--- src/rtl/rps_pkg.sv ---
// Shared definitions for the stone/paper/scissors match engine:
// result codes, their ASCII renderings, move encodings and FSM states.
package rps_pkg;

  localparam logic [1:0] RES_TIE = 2'b00;
  localparam logic [1:0] RES_P1  = 2'b01;
  localparam logic [1:0] RES_P2  = 2'b10;
  localparam logic [1:0] RES_INV = 2'b11;

  localparam logic [7:0] ASCII_TIE = 8'h00;
  localparam logic [7:0] ASCII_P1  = 8'h31;
  localparam logic [7:0] ASCII_P2  = 8'h32;
  localparam logic [7:0] ASCII_INV = 8'h3F;

  localparam logic [2:0] MOVE_STONE    = 3'd0;
  localparam logic [2:0] MOVE_PAPER    = 3'd1;
  localparam logic [2:0] MOVE_SCISSORS = 3'd2;
  localparam logic [2:0] MOVE_EXT3     = 3'd3;
  localparam logic [2:0] MOVE_EXT4     = 3'd4;

  typedef enum logic [1:0] {
    ST_IDLE,
    ST_WAIT,
    ST_JUDGE,
    ST_DONE
  } state_t;

  function automatic logic [7:0] result_ascii(input logic [1:0] res);
    logic [7:0] ch;
    case (res)
      RES_TIE: ch = ASCII_TIE;
      RES_P1:  ch = ASCII_P1;
      RES_P2:  ch = ASCII_P2;
      default: ch = ASCII_INV;
    endcase
    return ch;
  endfunction

endpackage

--- src/rtl/rps_round_judge.sv ---
// Combinational single-round judge: d = (p1 - p2) mod NUM_MOVES,
// 0 = tie, odd = P1, even nonzero = P2; out-of-range moves are invalid.
module rps_round_judge
  import rps_pkg::*;
#(
  parameter int unsigned NUM_MOVES = 3
) (
  input  logic [2:0] p1_move,
  input  logic [2:0] p2_move,
  output logic [1:0] result
);

  localparam logic [3:0] NM = 4'(NUM_MOVES);

  logic [3:0] diff;

  always_comb begin
    result = RES_TIE;
    diff   = '0;
    if ({1'b0, p1_move} >= NM || {1'b0, p2_move} >= NM) begin
      result = RES_INV;
    end else begin
      // Modular difference without a divider: wrap by adding NM when negative.
      if (p1_move >= p2_move) diff = {1'b0, p1_move} - {1'b0, p2_move};
      else                    diff = {1'b0, p1_move} + NM - {1'b0, p2_move};
      if (diff == '0)   result = RES_TIE;
      else if (diff[0]) result = RES_P1;
      else              result = RES_P2;
    end
  end

endmodule

--- src/rtl/rps_match_engine.sv ---
// Best-of-N stone/paper/scissors match engine with per-player scores.
// Optional tie-limit draw enabled by defining RPS_TIE_LIMIT_EN.
module rps_match_engine
  import rps_pkg::*;
#(
  parameter int unsigned NUM_MOVES     = 3,
  parameter int unsigned ROUNDS_TO_WIN = 3,
  parameter int unsigned TIE_LIMIT     = 7
) (
  input  logic       clk,
  input  logic       rst,
  input  logic       ena,
  input  logic       start,
  input  logic       move_valid,
  output logic       move_ready,
  input  logic [2:0] p1_move,
  input  logic [2:0] p2_move,
  output logic       result_valid,
  output logic [1:0] round_result,
  output logic [3:0] score_p1,
  output logic [3:0] score_p2,
  output logic       match_done,
  output logic [1:0] match_winner,
  output logic [7:0] ascii_out
);

  if (NUM_MOVES != 3 && NUM_MOVES != 5) begin : g_bad_moves
    $error("rps_match_engine: NUM_MOVES must be 3 or 5");
  end
  if (ROUNDS_TO_WIN < 1 || ROUNDS_TO_WIN > 15) begin : g_bad_rounds
    $error("rps_match_engine: ROUNDS_TO_WIN must be 1..15");
  end
  if (TIE_LIMIT < 1 || TIE_LIMIT > 15) begin : g_bad_ties
    $error("rps_match_engine: TIE_LIMIT must be 1..15");
  end

  localparam logic [3:0] WIN_SCORE = 4'(ROUNDS_TO_WIN);

  state_t     state;
  logic [2:0] p1_q;
  logic [2:0] p2_q;
  logic [1:0] judge_res;
  logic [3:0] p1_inc;
  logic [3:0] p2_inc;

  rps_round_judge #(.NUM_MOVES(NUM_MOVES)) u_judge (
    .p1_move (p1_q),
    .p2_move (p2_q),
    .result  (judge_res)
  );

  always_comb begin
    move_ready = ena && (state == ST_WAIT);
    p1_inc     = score_p1 + 4'd1;
    p2_inc     = score_p2 + 4'd1;
  end

`ifdef RPS_TIE_LIMIT_EN
  localparam logic [3:0] TIE_MAX = 4'(TIE_LIMIT);
  logic [3:0] tie_cnt;
  logic [3:0] tie_inc;
  always_comb tie_inc = tie_cnt + 4'd1;
`endif

  always_ff @(posedge clk) begin
    if (rst) begin
      state        <= ST_IDLE;
      p1_q         <= '0;
      p2_q         <= '0;
      result_valid <= 1'b0;
      round_result <= '0;
      score_p1     <= '0;
      score_p2     <= '0;
      match_done   <= 1'b0;
      match_winner <= '0;
      ascii_out    <= '0;
`ifdef RPS_TIE_LIMIT_EN
      tie_cnt      <= '0;
`endif
    end else if (ena) begin
      result_valid <= 1'b0;
      // start wins over any handshake and discards a round sitting in JUDGE
      if (start) begin
        state        <= ST_WAIT;
        round_result <= RES_TIE;
        score_p1     <= '0;
        score_p2     <= '0;
        match_done   <= 1'b0;
        match_winner <= RES_TIE;
        ascii_out    <= ASCII_TIE;
`ifdef RPS_TIE_LIMIT_EN
        tie_cnt      <= '0;
`endif
      end else begin
        case (state)
          ST_WAIT: begin
            if (move_valid) begin
              p1_q  <= p1_move;
              p2_q  <= p2_move;
              state <= ST_JUDGE;
            end
          end
          ST_JUDGE: begin
            result_valid <= 1'b1;
            round_result <= judge_res;
            ascii_out    <= result_ascii(judge_res);
            state        <= ST_WAIT;
            case (judge_res)
              RES_P1: begin
                score_p1 <= p1_inc;
                if (p1_inc == WIN_SCORE) begin
                  state        <= ST_DONE;
                  match_done   <= 1'b1;
                  match_winner <= RES_P1;
                end
`ifdef RPS_TIE_LIMIT_EN
                tie_cnt <= '0;
`endif
              end
              RES_P2: begin
                score_p2 <= p2_inc;
                if (p2_inc == WIN_SCORE) begin
                  state        <= ST_DONE;
                  match_done   <= 1'b1;
                  match_winner <= RES_P2;
                end
`ifdef RPS_TIE_LIMIT_EN
                tie_cnt <= '0;
`endif
              end
              RES_TIE: begin
`ifdef RPS_TIE_LIMIT_EN
                tie_cnt <= tie_inc;
                if (tie_inc == TIE_MAX) begin
                  state        <= ST_DONE;
                  match_done   <= 1'b1;
                  match_winner <= RES_TIE;
                end
`endif
              end
              default: begin
`ifdef RPS_TIE_LIMIT_EN
                tie_cnt <= '0;
`endif
              end
            endcase
          end
          default: ;
        endcase
      end
    end
  end

endmodule

--- config.mk ---
export PLATFORM = sky130hd
export DESIGN_NAME = rps_match_engine
export DESIGN_NICKNAME = d
export VERILOG_FILES = /design/src/rtl/rps_pkg.sv /design/src/rtl/rps_round_judge.sv /design/src/rtl/rps_match_engine.sv
export SDC_FILE = /design/constraint.sdc
export NUM_CORES = 1
export LEC_CHECK = 0
export ABC_AREA = 1
export CAP_MARGIN = 20
export CORE_ASPECT_RATIO = 1.25
export CORE_MARGIN = 4
export CORE_UTILIZATION = 45
export DETAILED_ROUTE_END_ITERATION = 8
export PLACE_DENSITY = 0.86
export SLEW_MARGIN = 15
export SYNTH_ARGS = -nofsm -noshare
export SYNTH_HDL_FRONTEND = slang
export SYNTH_SLANG_ARGS = --single-unit
--- constraint.sdc ---
create_clock -name clk -period 2.4 [get_ports clk]
set_clock_uncertainty 0.2 [all_clocks]
set_input_delay 0.6 -clock clk [delete_from_list [all_inputs] [get_ports clk]]
set_output_delay 0.6 -clock clk [all_outputs]
set_load 0.005 [all_outputs]
Word level (Yosys, flattened, before mapping)
Index checks and enable logic that the tools add are counted.
{ "totals": {"regBits": 30, "mem_bits_ro": 0, "n_memories": 0, "wordCells": 77, "latch_bits": 0, "ramBits": 0} }
{ "classes": {"n_addsub": 5, "shifts": 0, "reduce_logical": 15, "div_mod_pow": 0, "eq_ne": 9, "n_lt_le_gt_ge": 3, "bitwise_logic": 1, "n_mux": 34, "multipliers": 0} }
{ "op_table": {"columns": ["op", "n"], "rows": [
  ["2-to-1 mux 4 bit", 8],
  ["2-to-1 mux 2 bit", 13],
  ["case mux 6 bit (3 select lines)", 1],
  ["2-to-1 mux 8 bit", 2],
  ["case mux 2 bit (2 select lines)", 3],
  ["inequality test 3 bit (second input constant)", 3],
  ["AND reduction 3 bit", 3],
  ["adder 4 x 1 -> 4 bit (second input constant)", 2],
  ["equality test 4 x 2 -> 1 bit (second input constant)", 2],
  ["greater-or-equal comparator 3 x 2 -> 1 bit (second input constant)", 2],
  ["2-to-1 mux 1 bit", 6],
  ["nonzero test 2 bit", 3],
  ["nonzero test 3 bit", 2],
  ["AND reduction 5 bit", 1],
  ["adder 3 x 2 -> 4 bit (second input constant)", 1],
  ["equality test 2 x 1 -> 1 bit (second input constant)", 2],
  ["equality test 2 bit (second input constant)", 2],
  ["zero test 4 bit", 1],
  ["AND reduction 4 bit", 1],
  ["subtractor 3 x 3 -> 4 bit", 1],
  ["subtractor 4 x 3 -> 4 bit", 1],
  ["greater-or-equal comparator 3 bit", 1],
  ["zero test 2 bit", 1],
  ["case mux 1 bit (2 select lines)", 1],
  ["other kinds (4)", 4]
]} }

Longest topological paths before layout
{ "depth": {"depth_word": 11, "depth_mapped": 17} }

Modules after synthesis
From an unflattened synthesis, not the netlist that was laid out.
{ "hier_totals": {"hier_cells": 221, "area_unflattened_um2": 1562.7} }
{ "modules_own_cells": {"columns": ["module", "seq_area_each_um2", "area_per_inst_um2", "n_inst", "cells_per_inst"], "rows": [
  ["rps_match_engine", 500.5, 1282.5, 1, 180],
  ["rps_round_judge", 0.0, 280.3, 1, 41]
]} }

Least setup slack after synthesis
Ideal clock, no wire load.
{ "synth_path": {"kind": "register to register", "from": "register p1_q[0]", "to": "register match_winner[1]", "stages_incl_launch_ff": 17, "setup_slack_ns": 0.042, "required_ns": 2.090, "n_path_buf": 0, "arrival_time_ns": 2.048, "cell_sequence": "dfxtp_1 > inv_1 > ha_1 > inv_1 > fa_1 > inv_1 > fa_1 > inv_1 > nor2_1 > nor2_2 > nand2_2 > nor2_1 > nor2_4 > nand3_2 > nand2_1 > inv_1 > nor2_1"} }
{ "synth_via": {"elab_chain_len": 11, "elab_cells_between_ends": 21} }
{ "synth_rtl": {"columns": ["element", "line_no", "rtl"], "rows": [
  ["from (decl)", "rps_match_engine.sv:40", "logic [2:0] p1_q;"],
  ["from (signal assigned)", "rps_match_engine.sv:98", "p1_q <= p1_move;"],
  ["adder 3 x 2 -> 4 bit", "rps_round_judge.sv:25", "else diff = {1'b0, p1_move} + NM - {1'b0, p2_move};"],
  ["subtractor 4 x 3 -> 4 bit", "rps_round_judge.sv:25", null],
  ["2-to-1 mux 4 bit", "rps_round_judge.sv:24", "if (p1_move >= p2_move) diff = {1'b0, p1_move} - {1'b0, p2_move};"],
  ["2-to-1 mux 4 bit", "rps_round_judge.sv:20", "if ({1'b0, p1_move} >= NM || {1'b0, p2_move} >= NM) begin"],
  ["zero test 4 bit / 2-to-1 mux 2 bit (equally long branches)", "rps_round_judge.sv:26, rps_round_judge.sv:27", null],
  ["2-to-1 mux 2 bit", "rps_round_judge.sv:26", "if (diff == '0) result = RES_TIE;"],
  ["2-to-1 mux 2 bit *", "rps_round_judge.sv:20", null],
  ["equality test 2 bit / equality test 2 x 1 -> 1 bit (equally long branches)", "rps_match_engine.sv:108", "case (judge_res)"],
  ["case mux 2 bit (2 select lines)", "rps_match_engine.sv:108", null],
  ["2-to-1 mux 2 bit", "rps_match_engine.sv:95", "case (state)"],
  ["2-to-1 mux 2 bit", "rps_match_engine.sv:83", "if (start) begin"],
  ["to (signal assigned)", "rps_match_engine.sv:89", "match_winner <= RES_TIE;"],
  ["to (signal assigned)", "rps_match_engine.sv:114", "match_winner <= RES_P1;"],
  ["to (signal assigned)", "rps_match_engine.sv:125", "match_winner <= RES_P2;"],
  ["to (decl)", "rps_match_engine.sv:23", "output logic [1:0] match_winner,"]
]} }
Mark *: on every way between the ends. The rest lies on a longest branch, timed or not. The select of a mux whose other input is x is not followed.
A chain may end at the register's enable or synchronous reset.

Worst setup path in the final report
{ "layout_path": {"from": "register p1_q[0]", "to": "register state[1]"} }
{ "layout_via": {"elab_chain_len": 11, "elab_cells_between_ends": 17} }
{ "layout_rtl": {"columns": ["element", "line_no", "rtl"], "rows": [
  ["adder 3 x 2 -> 4 bit", "rps_round_judge.sv:25", null],
  ["subtractor 4 x 3 -> 4 bit", "rps_round_judge.sv:25", null],
  ["2-to-1 mux 4 bit", "rps_round_judge.sv:24", null],
  ["2-to-1 mux 4 bit", "rps_round_judge.sv:20", null],
  ["zero test 4 bit / 2-to-1 mux 2 bit (equally long branches)", "rps_round_judge.sv:26, rps_round_judge.sv:27", null],
  ["2-to-1 mux 2 bit", "rps_round_judge.sv:26", null],
  ["2-to-1 mux 2 bit *", "rps_round_judge.sv:20", null],
  ["equality test 2 bit / equality test 2 x 1 -> 1 bit (equally long branches)", "rps_match_engine.sv:108", null],
  ["case mux 2 bit (2 select lines) *", "rps_match_engine.sv:108", null],
  ["case mux 2 bit (2 select lines) *", "rps_match_engine.sv:95", null],
  ["2-to-1 mux 2 bit *", "rps_match_engine.sv:83", null],
  ["to (signal assigned)", "rps_match_engine.sv:84", "state <= ST_WAIT;"],
  ["to (signal assigned)", "rps_match_engine.sv:107", "state <= ST_WAIT;"],
  ["to (signal assigned)", "rps_match_engine.sv:112", "state <= ST_DONE;"],
  ["to (decl)", "rps_match_engine.sv:39", "state_t state;"]
]} }
Marked as above.

==> summary.md <==
| Metric | Value |
|---|---|
| Psw | `roughly 270 µW` |
| Startpoint Class | `flip-flop` |
| Crit path arrival time | `~2.4 ns` |
| Final HPWL DP | `around 2.9 mm` |
| Share of cells above drive strength 1 | `34.0%` |
| Total Routed Length | `about 4 mm` |
| Sw Ratio | `30.3%` |
| Fin crit period | `~2.4 ns` |
| Clock group share of total power | `28.8%` |
| Post-synth EDFFs | `0` |
| Cell taking the most area after synthesis | `dfxtp_1` |
| Internal reg-to-reg setup slack | `-0.04 ns` |
| Clk sinks | `25` |
| PwrDens | `402 mW/mm²` |
| CTS Buffer Depth | `2` |
| Status | `complete, but fails checks` |
| Buf+Inv Stages, Crit Path | `4` |
| Seq pwr share | `a little under half` |
| Avg Cell Area, Syn | `7.46 µm²` |
| Detail Route Antenna Nets | `0` |
| Critical path, cell by cell | `inv_2 -> ha_4 -> inv_2 -> fa_2 -> inv_2 -> fa_2 -> a21boi_4 -> nand2_2 -> nand2_2 -> nand3_4 -> nand2_4 -> inv_2 -> nand2_2 -> nand2_1 -> nand2_1 -> a21oi_2` |
| Total CTS buffers | `3` |
| Int Power | `~630 µW` |
| Sequential area share after synthesis | `31.9%` |
| Core area | `about 0.0033 mm²` |
| Crit end category | `flip-flop` |
| Slowest CP cell | `fa_2` |
| Gate power share | `roughly a quarter` |
| Worst EP required | `2.37 ns` |
| FF-to-FF Start | `p1_q[0]$_SDFFE_PP0P_` |
| CTS clk-pin slew, worst paths | `0.09 ns` |
| Setup TNS | `-0.188 ns` |
| Worst hold slack | `approximately 0.27 ns` |
| Rows | `23` |
| Pleak | `0.000967 µW` |
| Total track usage | `between 10% and 20%` |
| R2R depth | `16` |
| Setup CP Type | `flip-flop to flip-flop` |
| MaxCap Viol Count | `0` |
| Commonest non-fill, non-tap cells in the layout | `nand2_1 (34), clkdlybuf4s50_1 (30), inv_1 (24), dfxtp_1 (21), buf_4 (18)` |
| Synthesis warning total | `0` |
| Root Buffer | `clkbuf_8` |
| Maximum clock rate | `0.409 GHz` |
| Boundary pin count | `34` |
| CP peak stage delay | `0.39 ns` |
| Yosys top cell area share | `about a third` |
| Initial antenna violation count | `0` |
| Peak VDD IR | `~0.00035 V` |
| First-pass GRT wire length | `6.66 mm` |
| Post-DR wirelength/cell | `13.9 µm` |
| Starting DRT DRC Count | `43` |
| Layout area overhead | `42.6%` |
| Clock Latency Late Sink | `0.28 ns` |
| CP delay by family, top | `adder cells` |
| Worst slack at placement | `-0.255 ns` |
| RSZ-0062 raised after global routing | `true` |
| Register bit total from synthesis | `25` |
| Chip height | `between 70 and 80 µm` |
| Pin count of the biggest net entering global routing | `16` |
| Post-CTS Hold Buffers | `0` |
| FF-to-FF End | `state[1]$_SDFFE_PP0P_` |
| Vias in the first global route | `around 1600` |
| Critical-path maximum fanout | `4` |
| Setup ws final | `-0.0444 ns` |
| Period utilisation layout | `102%` |
| Synth Instances | `210` |
| # diodes | `0` |
| WP depth | `16` |
| CTS tree | `done` |
| Grt ovf | `0` |
| Final Slew Violations | `0` |
| Netlist cell types | `33` |
| Sequential Area | `between 500 and 600 µm²` |
| Min-delay worst type | `flip-flop to flip-flop` |
| Multi-input gate area | `0.00105 mm²` |
| Die W | `60.8 µm` |
| Setup Viol. Count Final | `7` |
| Main flop type after synthesis | `dfxtp_1` |
| Top post-synthesis cells by area | `dfxtp_1 (32%), nand2_1 (10%), inv_1 (7.4%)` |
| H-Tree Depth | `1` |
| GPL Wtd Cong | `roughly 0.84` |
| Fin. Hold Viols | `0` |
| Filler cell count | `roughly 250` |
| Top cell by count, worst path | `inv_2` |
| DIE AREA | `about 0.0045 mm²` |
| Commonest non-fill, non-tap cell in the layout | `nand2_1` |
| Synthesized area | `about 0.0016 mm²` |
| Vias post-DR | `1478` |
| DRC viols | `0` |
| 1st-pass router iterations | `4` |
| Worst setup path start | `p1_q[0]$_SDFFE_PP0P_` |
| Nets@finish | `280` |
| Setup crit end | `state[1]$_SDFFE_PP0P_` |
| Initial Utilization | `between 40 and 50%` |
| Failing checks | `setup timing` |
| Vias/cell | `~5.0` |
| PortBufs | `31` |
| Ys async rst share | `0%` |
==> metrics by stage <==
| step | power, µW | instances | area, µm² | util (%) |
|---|---|---|---|---|
| after floorplan | 544 | 211 | 1570 | - |
| after global placement | 593 | 286 | 1990 | 60.6 |
| after detailed placement | 598 | 286 | 1990 | 60.6 |
| after CTS | 868 | 293 | 2150 | 65.6 |
| after global routing | 938 | 293 | 2230 | 68.1 |
| final | 898 | 293 | 2230 | 68.1 |
==> power groups by stage <==
stage	logic (µW)	registers (µW)	clock network, µW
after global routing	233	428	278
after CTS	184	427	258
after detailed placement	162	436	0
after floorplan	108	436	0
final	212	427	259
after global placement	157	436	0
==> worst reg2reg max path, stage by stage (launching register included) <==
cell and delay (ns):
dfxtp_2 0.34, inv_2 0.05, ha_4 0.15, inv_2 0.06
fa_2 0.20, inv_2 0.04, fa_2 0.39, a21boi_4 0.22
nand2_2 0.07, nand2_2 0.09, nand3_4 0.10, nand2_4 0.13
inv_2 0.05, nand2_2 0.06, nand2_1 0.05, nand2_1 0.08
a21oi_2 0.05
==> worst min path at each step <==
| stage | start | end | depth (start not counted) | slack [ns] |
|---|---|---|---|---|
| detailed placement | round_result[1]$_SDFFE_PP0P_ | round_result[1]$_SDFFE_PP0P_ | 2 | 0.26 |
| global route | ascii_out[1]$_SDFFE_PP0P_ | ascii_out[1]$_SDFFE_PP0P_ | 2 | 0.31 |
| floorplan | match_done$_SDFFE_PP0P_ | match_done$_SDFFE_PP0P_ | 2 | 0.25 |
| finish | round_result[1]$_SDFFE_PP0P_ | round_result[1]$_SDFFE_PP0P_ | 2 | 0.27 |
| CTS | round_result[1]$_SDFFE_PP0P_ | round_result[1]$_SDFFE_PP0P_ | 2 | 0.27 |
| global placement | match_done$_SDFFE_PP0P_ | match_done$_SDFFE_PP0P_ | 2 | 0.26 |
==> registers in the layout, indices dropped and copies added (netlist names) <==
name	flops
p1_q	3
result_valid	1
score_p2	4
round_result	1
ascii_out	4
state	2
score_p1	4
p2_q	3
match_winner	2
match_done	1
==> cell families (layout without fill, tap and decap cells) <==
kind of cell / after synthesis / after routing / share of synthesized area [%]
compound gates: 37 / 37 / 14.6
flops: 25 / 25 / 31.9
fa+ha+maj: 12 / 12 / 11.5
buf+inv: 45 / 90 / 12.1
xor+xnor: 2 / 2 / 1.12
other cells: 1 / 2 / 0.239
simple gates: 88 / 88 / 28.5
==> metal layers <==
layer  global-route usage, %  vias up  part of all wire (%)
met5                       0        -                     0
met4                    6.02        0                   1.5
met3                    3.65        9                   2.1
met2                    35.9       25                    58
met1                    21.6      698                    38
li1                        -      746                     -
==> synthesized netlist by cell type, types with 3 or more instances <==
master,n
nand2_2,7
o21ai_1,5
nor2_1,15
fa_1,4
buf_4,5
o21ai_0,6
nand4_1,3
a21oi_1,15
dfxtp_1,25
nand3_1,9
inv_2,6
inv_1,31
ha_1,8
a21oi_2,4
nand2_1,43
==> layout make-up <==
type	count	share of cell area (%)
Clock buffer	3	1.85
Inverter	37	6.33
Multi-Input combinational cell	141	47.0
Tap cell	37	2.07
Clock inverter	1	0.224
Timing Repair Buffer	49	19.9
Sequential cell	25	22.6
==> timing repair <==
item	in CTS	in global routing
setup buffers	3	0
hold endpoints to repair	0	0
gates resized for setup	29	22
pin swaps	15	17
setup endpoints to repair	13	16
Note: power is estimated with default switching activity, not from simulation.
